$ cat config.mk
export PLATFORM = sky130hd
export DESIGN_NAME = rle_compressor_flat
export DESIGN_NICKNAME = d
export VERILOG_FILES = /design/src/rtl/rle_pkg.sv /design/src/rtl/rle_compressor_if.sv /design/src/rtl/rle_out_slot.sv /design/src/rtl/rle_compressor.sv /design/src/flat_wrapper.sv
export SDC_FILE = /design/constraint.sdc
export NUM_CORES = 1
export LEC_CHECK = 0
export ABC_AREA = 1
export BUFFER_PORTS_ARGS = -buffer_cell sky130_fd_sc_hd__buf_2
export CORE_ASPECT_RATIO = 0.8
export CORE_UTILIZATION = 26
export CTS_CLUSTER_SIZE = 14
export DETAILED_ROUTE_END_ITERATION = 8
export PLACE_DENSITY = 0.5
export SLEW_MARGIN = 20
export SYNTH_ARGS = -nofsm -noshare
export SYNTH_HDL_FRONTEND = slang
export SYNTH_SLANG_ARGS = --single-unit
export TNS_END_PERCENT = 20
$ cat constraint.sdc
create_clock -name clk -period 3.7 [get_ports clk]
set_input_delay 0.74 -clock clk [delete_from_list [all_inputs] [get_ports clk]]
set_output_delay 0.74 -clock clk [all_outputs]
set_load 0.005 [all_outputs]
$ cat src/rtl/rle_pkg.sv
`default_nettype none
// ============================================================================
//  Module      : rle_pkg
//  Description : Shared state encoding, width helper and run-pair type for
//                the run-length compressor and its decompressor peer.
//  Revision    : 1.0 - initial release
// ============================================================================
package rle_pkg;

    localparam logic [1:0] ST_IDLE_ENC  = 2'd0;
    localparam logic [1:0] ST_SCAN_ENC  = 2'd1;
    localparam logic [1:0] ST_FLUSH_ENC = 2'd2;

    typedef enum logic [1:0] {
        IDLE  = ST_IDLE_ENC,
        SCAN  = ST_SCAN_ENC,
        FLUSH = ST_FLUSH_ENC
    } state_t;

    // Widest run-length field any instance may need; instances narrow it.
    localparam int RUN_VALUE_W = 16;

    function automatic int rle_cw(input int n);
        return $clog2(n) + 1;
    endfunction

    typedef struct packed {
        logic                   run_bit;
        logic [RUN_VALUE_W-1:0] value;
    } run_pair_t;

endpackage
`default_nettype wire

$ cat src/rtl/rle_compressor_if.sv
`default_nettype none
// ============================================================================
//  Module      : rle_compressor_if
//  Description : Word-in / run-out handshake bundle for the RLE compressor.
//  Revision    : 1.0 - initial release
// ============================================================================
interface rle_compressor_if #(
    parameter int N = 32
);
    localparam int CW = rle_pkg::rle_cw(N);

    logic          in_valid;
    logic          in_ready;
    logic [N-1:0]  in_word;
    logic          flush;
    logic          out_valid;
    logic          out_ready;
    logic          out_bit;
    logic [CW-1:0] out_value;
    logic          done;

    modport slave (
        input  in_valid, in_word, flush, out_ready,
        output in_ready, out_valid, out_bit, out_value, done
    );

    modport master (
        output in_valid, in_word, flush, out_ready,
        input  in_ready, out_valid, out_bit, out_value, done
    );
endinterface
`default_nettype wire

$ cat src/rtl/rle_out_slot.sv
`default_nettype none
// ============================================================================
//  Module      : rle_out_slot
//  Description : One-entry valid/ready holding register; a new run may be
//                loaded in the same cycle the held one is taken.
//  Revision    : 1.0 - initial release
// ============================================================================
module rle_out_slot
    import rle_pkg::*;
(
    input  wire logic      clk,
    input  wire logic      reset,
    input  wire logic      load,
    input  wire run_pair_t load_data,
    input  wire logic      out_ready,
    output logic           out_valid,
    output run_pair_t      data,
    output logic           free
);
    logic      r_valid;
    run_pair_t r_data;

    assign free      = !r_valid || out_ready;
    assign out_valid = r_valid;
    assign data      = r_data;

    always_ff @(posedge clk or negedge reset) begin
        if (!reset) begin
            r_valid <= 1'b0;
            r_data  <= '0;
        end else if (load) begin
            r_valid <= 1'b1;
            r_data  <= load_data;
        end else if (out_ready) begin
            r_valid <= 1'b0;
        end
    end
endmodule
`default_nettype wire

$ cat src/rtl/rle_compressor.sv
`default_nettype none
// ============================================================================
//  Module      : rle_compressor
//  Description : LSB-first run-length encoder; runs merge across words and
//                are capped at N bits.
//  Revision    : 1.0 - initial release
// ============================================================================
module rle_compressor
    import rle_pkg::*;
#(
    parameter int N = 32
) (
    input  wire logic         clk,
    input  wire logic         reset,
    rle_compressor_if.slave   bus
);
    localparam int CW    = rle_cw(N);
    localparam int IDX_W = $clog2(N);

    state_t           r_state;
    logic             r_in_ready;
    logic             r_done;
    logic [N-1:0]     r_word;
    logic [IDX_W-1:0] r_idx;
    logic             r_run_bit;
    logic [CW-1:0]    r_run_len;

    logic      w_bit;
    logic      w_extend;
    logic      w_emit;
    logic      w_stall;
    logic      w_load;
    logic      w_slot_free;
    logic      w_slot_valid;
    logic      w_unused_value;
    run_pair_t w_load_data;
    run_pair_t w_slot_data;

    assign w_bit    = r_word[r_idx];
    assign w_extend = (r_run_len != '0) && (w_bit == r_run_bit) && (r_run_len < CW'(N));
    assign w_emit   = (r_state == SCAN) && (r_run_len != '0) && !w_extend;
    assign w_stall  = w_emit && !w_slot_free;
    assign w_load   = (w_emit && w_slot_free) ||
                      ((r_state == FLUSH) && (r_run_len != '0) && w_slot_free);

    assign w_load_data.run_bit = r_run_bit;
    assign w_load_data.value   = RUN_VALUE_W'(r_run_len);

    always_ff @(posedge clk or negedge reset) begin
        if (!reset) begin
            r_state    <= IDLE;
            r_in_ready <= 1'b1;
            r_done     <= 1'b0;
            r_word     <= '0;
            r_idx      <= '0;
            r_run_bit  <= 1'b0;
            r_run_len  <= '0;
        end else begin
            r_done <= 1'b0;
            case (r_state)
                IDLE: begin
                    if (bus.in_valid) begin
                        r_word     <= bus.in_word;
                        r_idx      <= '0;
                        r_state    <= SCAN;
                        r_in_ready <= 1'b0;
                    // Flush is a level; ignore it while done is still showing.
                    end else if (bus.flush && !r_done) begin
                        r_state    <= FLUSH;
                        r_in_ready <= 1'b0;
                    end
                end
                SCAN: begin
                    if (!w_stall) begin
                        r_run_bit <= w_bit;
                        r_run_len <= w_extend ? r_run_len + CW'(1) : CW'(1);
                        if (r_idx == IDX_W'(N - 1)) begin
                            r_idx      <= '0;
                            r_state    <= IDLE;
                            r_in_ready <= 1'b1;
                        end else begin
                            r_idx <= r_idx + IDX_W'(1);
                        end
                    end
                end
                FLUSH: begin
                    if ((r_run_len == '0) || w_slot_free) begin
                        r_run_len  <= '0;
                        r_done     <= 1'b1;
                        r_state    <= IDLE;
                        r_in_ready <= 1'b1;
                    end
                end
                default: begin
                    r_state    <= IDLE;
                    r_in_ready <= 1'b1;
                end
            endcase
        end
    end

    rle_out_slot u_out_slot (
        .clk       (clk),
        .reset     (reset),
        .load      (w_load),
        .load_data (w_load_data),
        .out_ready (bus.out_ready),
        .out_valid (w_slot_valid),
        .data      (w_slot_data),
        .free      (w_slot_free)
    );

    assign w_unused_value = ^w_slot_data.value;
    assign bus.in_ready   = r_in_ready;
    assign bus.done       = r_done;
    assign bus.out_valid  = w_slot_valid;
    assign bus.out_bit    = w_slot_data.run_bit;
    assign bus.out_value  = CW'(w_slot_data.value);
endmodule
`default_nettype wire

$ cat src/flat_wrapper.sv
// flat-port wrapper written by rule: the top's interface ports become plain ports
module rle_compressor_flat import rle_pkg::*;
#(
    parameter int N = 32
)
  (clk, reset, bus_in_valid, bus_in_word, bus_flush, bus_out_ready, bus_in_ready, bus_out_valid, bus_out_bit, bus_out_value, bus_done);
  rle_compressor_if #(.N(N)) bus_i ();
  input  wire logic clk;
  input  wire logic reset;
  input wire logic [$bits(bus_i.in_valid)-1:0] bus_in_valid;
  input wire logic [$bits(bus_i.in_word)-1:0] bus_in_word;
  input wire logic [$bits(bus_i.flush)-1:0] bus_flush;
  input wire logic [$bits(bus_i.out_ready)-1:0] bus_out_ready;
  output wire logic [$bits(bus_i.in_ready)-1:0] bus_in_ready;
  output wire logic [$bits(bus_i.out_valid)-1:0] bus_out_valid;
  output wire logic [$bits(bus_i.out_bit)-1:0] bus_out_bit;
  output wire logic [$bits(bus_i.out_value)-1:0] bus_out_value;
  output wire logic [$bits(bus_i.done)-1:0] bus_done;
  assign bus_i.in_valid = bus_in_valid;
  assign bus_i.in_word = bus_in_word;
  assign bus_i.flush = bus_flush;
  assign bus_i.out_ready = bus_out_ready;
  assign bus_in_ready = bus_i.in_ready;
  assign bus_out_valid = bus_i.out_valid;
  assign bus_out_bit = bus_i.out_bit;
  assign bus_out_value = bus_i.out_value;
  assign bus_done = bus_i.done;
  rle_compressor #(.N(N)) u_core (.clk(clk), .reset(reset), .bus(bus_i));
endmodule
==> flow_summary.ini, run 1 <==
[status]
status = complete, no violations

[route]
drt-vias-per-instance = 4.233
first_pass_iters = 4
route.vias.total = 2366
finalWirelength_um = 6434
drcViolationCount = 0
ant_nets = 0
wire_per_inst_um = 11.51
drt_first_iter_violations = 110

[cells_and_area]
diodes = 0
num-nets-final = 459
final_cells = 559
drive_above_1_share_pct = 17.42
area_growth_pct = 18.81

[placement]
dpl.cell_count = 551
io_buffers = 46
dp.final_hpwl_um = 4812
dp_slack_ns = 1.272
gp_congestion = 0.7972

[critical_path]
cp_slowest_cell = dfrtp_1
critPathRequiredTime_ns = 3.88
crit_fanout = 22
cp-end-kind = register
worst_path_largest_cell_delay_ns = 0.75
cp_common_cell = nand2_1
critPathBufInv = 1
cp_top_family = simple AND/OR/NAND/NOR gates
crit_chain = inv_2 -> nand2_1 -> nand2_1 -> nand2_1 -> nand2_1 -> nor2_1 -> nand2_1 -> nand3_1 -> nand3_1 -> nand3_4 -> nand3_4 -> nand2_4 -> nand2_2 -> nand2_1 -> nand2_1
cp.arrival_ns = 2.59
path_class = register to register
cp-start-kind = register

[hold_path]
min_path_type = input port to async pin

[sta]
min_period_over_period_pct = 65.07
tightest_slew_ns = 0.6335
hold_viol = 0
slew_viol_final = 0
fmax_mhz = 415.3
finalCriticalPeriod_ns = 2.408
max-slew-margin-rel_pct = 57.77
setup_ws_ns = 1.292
tns_ns = 0
rsz0062_at_grt = no
skew_ns = 0.01048
finalSetupViolations = 0

[clocking]
clk_pin_slew_ns = 0.08
postCtsSetupBuffers = 0
post_cts_resized = 0
clk-insertion-delay-late_ns = 0.30
h-tree-depth = 2
cts_buffers = 5
clock-sinks = 56
root_buffer = clkbuf_16
cts_tree = yes
clock_path_buffers = 2
cts_hold_buf = 0

[power]
power_frac_seq_pct = 41.8
switching_power_mw = 1.053
combinationalPowerShare_pct = 39.4
internal_power_mw = 1.470
clkPwrFrac_pct = 18.8
peakVddDrop_v = 0.0002606
power_density_mw_per_mm2 = 762.1
p_total_mw = 2.523
swShare_pct = 41.74
p_leak_nw = 1.814

[run]
drv_cap = 0

[logic_synthesis]
synth_most_common_cell = nand2_1
synth_edf_count = 0
yosysSeqAreaShare_pct = 50.34
synth_area_leaders = dfrtp_1 (49%), nand2_1 (26%), nand3_1 (5.6%)
synthCells = 372
synth_nets = 413
synth.distinct_cells = 28
synth_common_cells = nand2_1 (196), dfrtp_1 (55), nand3_1 (31)
ys_ff_latch = 56
yosys.area.top_type = dfrtp_1
yosysTopAreaCellShare_pct = 49.39
avgSynthCellArea_um2 = 7.490
yosys_warnings = 0
syn-cell-area_mm2 = 0.002786
synth_ff_type = dfrtp_1
ys_async_sr_fraction_pct = 100.0

[grt]
grt-ovfl-total = 0
track_usage_pct = 12.56
grt_max_degree = 35
grt_pass1_vias = 2368
grt_pass1_wl_um = 11270
antenna_found_initial = 0

[die]
core_mm2 = 0.01032
rows = 33
start_util_pct = 26.99
fp.dieW_um = 117.7
dieArea_mm2 = 0.01114
die_y_um = 94.60
pin_count = 47
## path summary, 6_finish.rpt
path	startpoint	endpoint	slack, ns	cells past startpoint
max	u_core.r_idx[0]$_DFFE_PN0P_	u_core.r_run_len[4]$_DFFE_PN0P_	1.29	15
min	reset	u_core.r_word[8]$_DFFE_PN0P_	0.45	1
max reg2reg	u_core.r_idx[0]$_DFFE_PN0P_	u_core.r_run_len[4]$_DFFE_PN0P_	1.29	15
min reg2reg	u_core.bus.in_ready$_DFFE_PN1P_	u_core.bus.in_ready$_DFFE_PN1P_	0.47	2
max in group asynchronous	reset	u_core.bus.in_ready$_DFFE_PN1P_	2.38	2
min in group clk	u_core.bus.in_ready$_DFFE_PN1P_	u_core.bus.in_ready$_DFFE_PN1P_	0.47	2
## layout by cell type, fill, tap and decap left out, types with 3 or more instances in the layout
| cell | synthesis | final |
|---|---|---|
| a21oi_1 | 6 | 6 |
| buf_2 | 2 | 46 |
| buf_4 | 1 | 3 |
| clkbuf_16 | 0 | 5 |
| dfrtp_1 | 55 | 55 |
| ha_1 | 4 | 4 |
| inv_1 | 22 | 22 |
| inv_2 | 4 | 4 |
| nand2_1 | 196 | 196 |
| nand2_2 | 4 | 4 |
| nand3_1 | 31 | 31 |
| nor2_1 | 15 | 14 |
| o21ai_0 | 3 | 3 |
| o21ai_1 | 5 | 5 |
## per-stage QoR
step	utilization [%]	hold WS (ns)	area (µm²)
final	32.07	0.4466	3311
after global routing	32.07	0.4838	3311
after CTS	32.07	0.4752	3311
after detailed placement	30.67	0.4587	3166
after global placement	30.67	0.4556	3166
after floorplan	-	0.4417	2786
## registers in the layout, indices dropped and copies added (netlist names)
register / count
u_core.bus.done: 1
u_core.bus.in_ready: 1
u_core.u_out_slot.data: 7
u_core.r_word: 32
u_core.r_state: 2
u_core.r_run_len: 6
u_core.u_out_slot.out_valid: 1
u_core.r_run_bit: 1
u_core.r_idx: 5
## per-layer routing
layer / track usage [%] / vias up / part of all wire, %
li1: - / 1246 / -
met1: 19.03 / 1067 / 55
met2: 18.09 / 45 / 41
met4: 4.167 / 0 / 1.2
met5: 0 / - / 0
met3: 1.751 / 8 / 3.2
## area by class of cell
class	instances	area, µm²
Tap cell	140	175.2
Clock buffer	6	128.9
Inverter	26	97.59
Timing Repair Buffer	49	252.7
Fill cell	1145	7012
Clock inverter	2	16.27
Multi-Input combinational cell	280	1237
Sequential cell	56	1403
## cell families after synthesis
family                     Yosys count  synth area share (%)
AOI/OAI and AO/OA                   15                 2.784
DFF                                 56                 50.34
buffers and inverters               36                 5.343
and+or+nand+nor                    258                 38.80
xor gates and xnor gates             3                0.9431
adders and majority gates            4                 1.796
## power by group through the flow
stage	clock network (mW)	registers [mW]	logic (mW)
after floorplan	0	0.983	0.798
after global placement	0	1.07	0.992
after detailed placement	0	1.06	1.01
after CTS	0.484	1.06	1.01
after global routing	0.510	1.09	1.17
final	0.475	1.05	0.994
## worst register-to-register path, delay by kind of cell (launching register included)
family / cells / cell delay (ns)
buffers and inverters: 1 / 0.27
flip-flops: 1 / 0.75
AND/OR/NAND/NOR: 14 / 1.29
(Power assumes the default switching activity.)
==> run 2, diff against run 1 <==
clock period = 2.4 ns   (was 3.7 ns; I/O delays follow)
==> run 2 against run 1 <==
  * Routed wire length is 3.7% lower
  * Combinational power up 58%
  * Hold slack lost 0.26 ns
  * Via count up 0.55%
  * Sequential cell count unchanged
  * Die area stayed put
  * Sequential power rose by 51%
  * Critical path depth shrank 7
  * Worst setup slack worse by 0.96 ns
  * Sequential share of layout area decreased by 0.49 points
  * Register-to-register slack lost 0.96 ns
  * Count of clock-buffer cells in the layout stayed put
  * Largest cell class unchanged
==> flow_summary.ini, run 2 (synthesis results as in run 1) <==
[critical_path]
reg2reg_to = u_core.r_idx[0]$_DFFE_PN0P_
critPathRequiredTime_ns = 2.61
path_class = register to register
timing.rr.start = u_core.r_idx[0]$_DFFE_PN0P_
r2r_setup_slack_ns = 0.33
crit_fanout = 16
cp-end-kind = register
cp.arrival_ns = 2.28
rr_worst_depth = 8
cp-start-kind = register

[clocking]
root_buffer = clkbuf_16
clk_pin_slew_ns = 0.08
cts_buffers = 5
cts_tree = yes
post_cts_resized = 0
clock-sinks = 56
clock_path_buffers = 2
postCtsSetupBuffers = 0
clk-insertion-delay-late_ns = 0.30
cts_hold_buf = 0
h-tree-depth = 2

[sta]
finalSetupViolations = 0
max-slew-margin-rel_pct = 59.03
setup_ws_ns = 0.3335
skew_ns = 0.009204
min_period_over_period_pct = 86.10
tightest_slew_ns = 0.6146
tns_ns = 0
hold_viol = 0
finalCriticalPeriod_ns = 2.066
fmax_mhz = 483.9
rsz0062_at_grt = no
whs_ns = 0.1902
slew_viol_final = 0

[grt]
grt_max_degree = 34
grt-ovfl-total = 0
track_usage_pct = 11.97
grt_pass1_vias = 2251
antenna_found_initial = 0
grt_pass1_wl_um = 10670

[route]
route.vias.total = 2379
ant_nets = 0
drt_first_iter_violations = 91
drt-vias-per-instance = 4.241
drcViolationCount = 0
wire_per_inst_um = 11.05
finalWirelength_um = 6198
first_pass_iters = 4

[cells_and_area]
final_common_cell = nand2_1
final_cell_mix = nand2_1 (196), dfrtp_1 (55), buf_2 (46), nand3_1 (31), inv_1 (22)
drive_above_1_share_pct = 18.05
fillers = 1173
diodes = 0
area_growth_pct = 20.21
largest-register = u_core.r_word
fin_area_mm2 = 0.003349
num-nets-final = 461
largest_register_ffs = 32

[placement]
dp_slack_ns = 0.3341
gp_congestion = 0.8276
dp.final_hpwl_um = 4690
io_buffers = 46
placed_cell_area_mm2 = 0.003193

[run]
drv_cap = 0

[power]
power_density_mw_per_mm2 = 1173
p_leak_nw = 1.839
peakVddDrop_v = 0.0004192
p_total_mw = 3.930

[hold_path]
min_path_type = input port to async pin

[status]
status = complete, no violations

[die]
die_y_um = 94.60
start_util_pct = 26.99
core_mm2 = 0.01032
dieArea_mm2 = 0.01114
rows = 33
pin_count = 47
fp.dieW_um = 117.7
## run 2: changes by cell type in the layout (fill, tap and decap cells not counted), sizes merged
cell and delta:
inv +2, buf +2, clkinv -1, clkinvlp -1
## run 2: how the worst max path moves through the flow
stage	slack, ns	start	end
after global placement	0.35	u_core.r_idx[0]$_DFFE_PN0P_	u_core.r_idx[0]$_DFFE_PN0P_
after CTS	0.31	u_core.r_idx[0]$_DFFE_PN0P_	u_core.r_idx[0]$_DFFE_PN0P_
after floorplan	0.69	u_core.r_idx[0]$_DFFE_PN0P_	u_core.r_run_len[1]$_DFFE_PN0P_
after detailed placement	0.33	u_core.r_idx[0]$_DFFE_PN0P_	u_core.r_idx[0]$_DFFE_PN0P_
final	0.33	u_core.r_idx[0]$_DFFE_PN0P_	u_core.r_idx[0]$_DFFE_PN0P_
after global routing	0.13	u_core.r_idx[0]$_DFFE_PN0P_	u_core.r_run_len[4]$_DFFE_PN0P_
## run 2: per-layer routing
layer | GRT usage [%] | part of all wire, % | wire, µm | up-vias
met1 | 17.34 | 54 | 3360 | 1096
met3 | 1.932 | 3.2 | 200 | 4
met4 | 3.526 | 0.98 | 61 | 0
met5 | 0 | 0 | 0 | -
met2 | 18.28 | 42 | 2575 | 40
li1 | - | - | - | 1239
## run 2: area by class of cell
type                       count  area [µm²]  area share [%]
timing repair buffer          51       280.3           8.368
multi-input combinational    280        1237           36.94
tap                          140       175.2           5.230
clock buffer                   6       138.9           4.146
inverter                      26       97.59           2.914
sequential                    56        1403           41.88
clock inverter                 2       17.52          0.5230
## run 2: stage by stage
step | util, % | std cells
after floorplan | - | 372
after global placement | 30.93 | 553
after detailed placement | 30.93 | 553
after CTS | 32.45 | 561
after global routing | 32.45 | 561
final | 32.45 | 561
## run 2: report_power, final
group	internal (mW)	switching [mW]
combinational	0.566	1.01
sequential	1.32	0.267
clock	0.424	0.343
## run 2: worst max-delay path, stage by stage, from the launching register on
cell     delay, ns
dfrtp_1       0.45
buf_4         0.22
ha_1          0.22
nand2_1       0.08
nor2_1        0.04
ha_1          0.22
or2_2         0.31
or2_2         0.27
o21ai_1       0.17
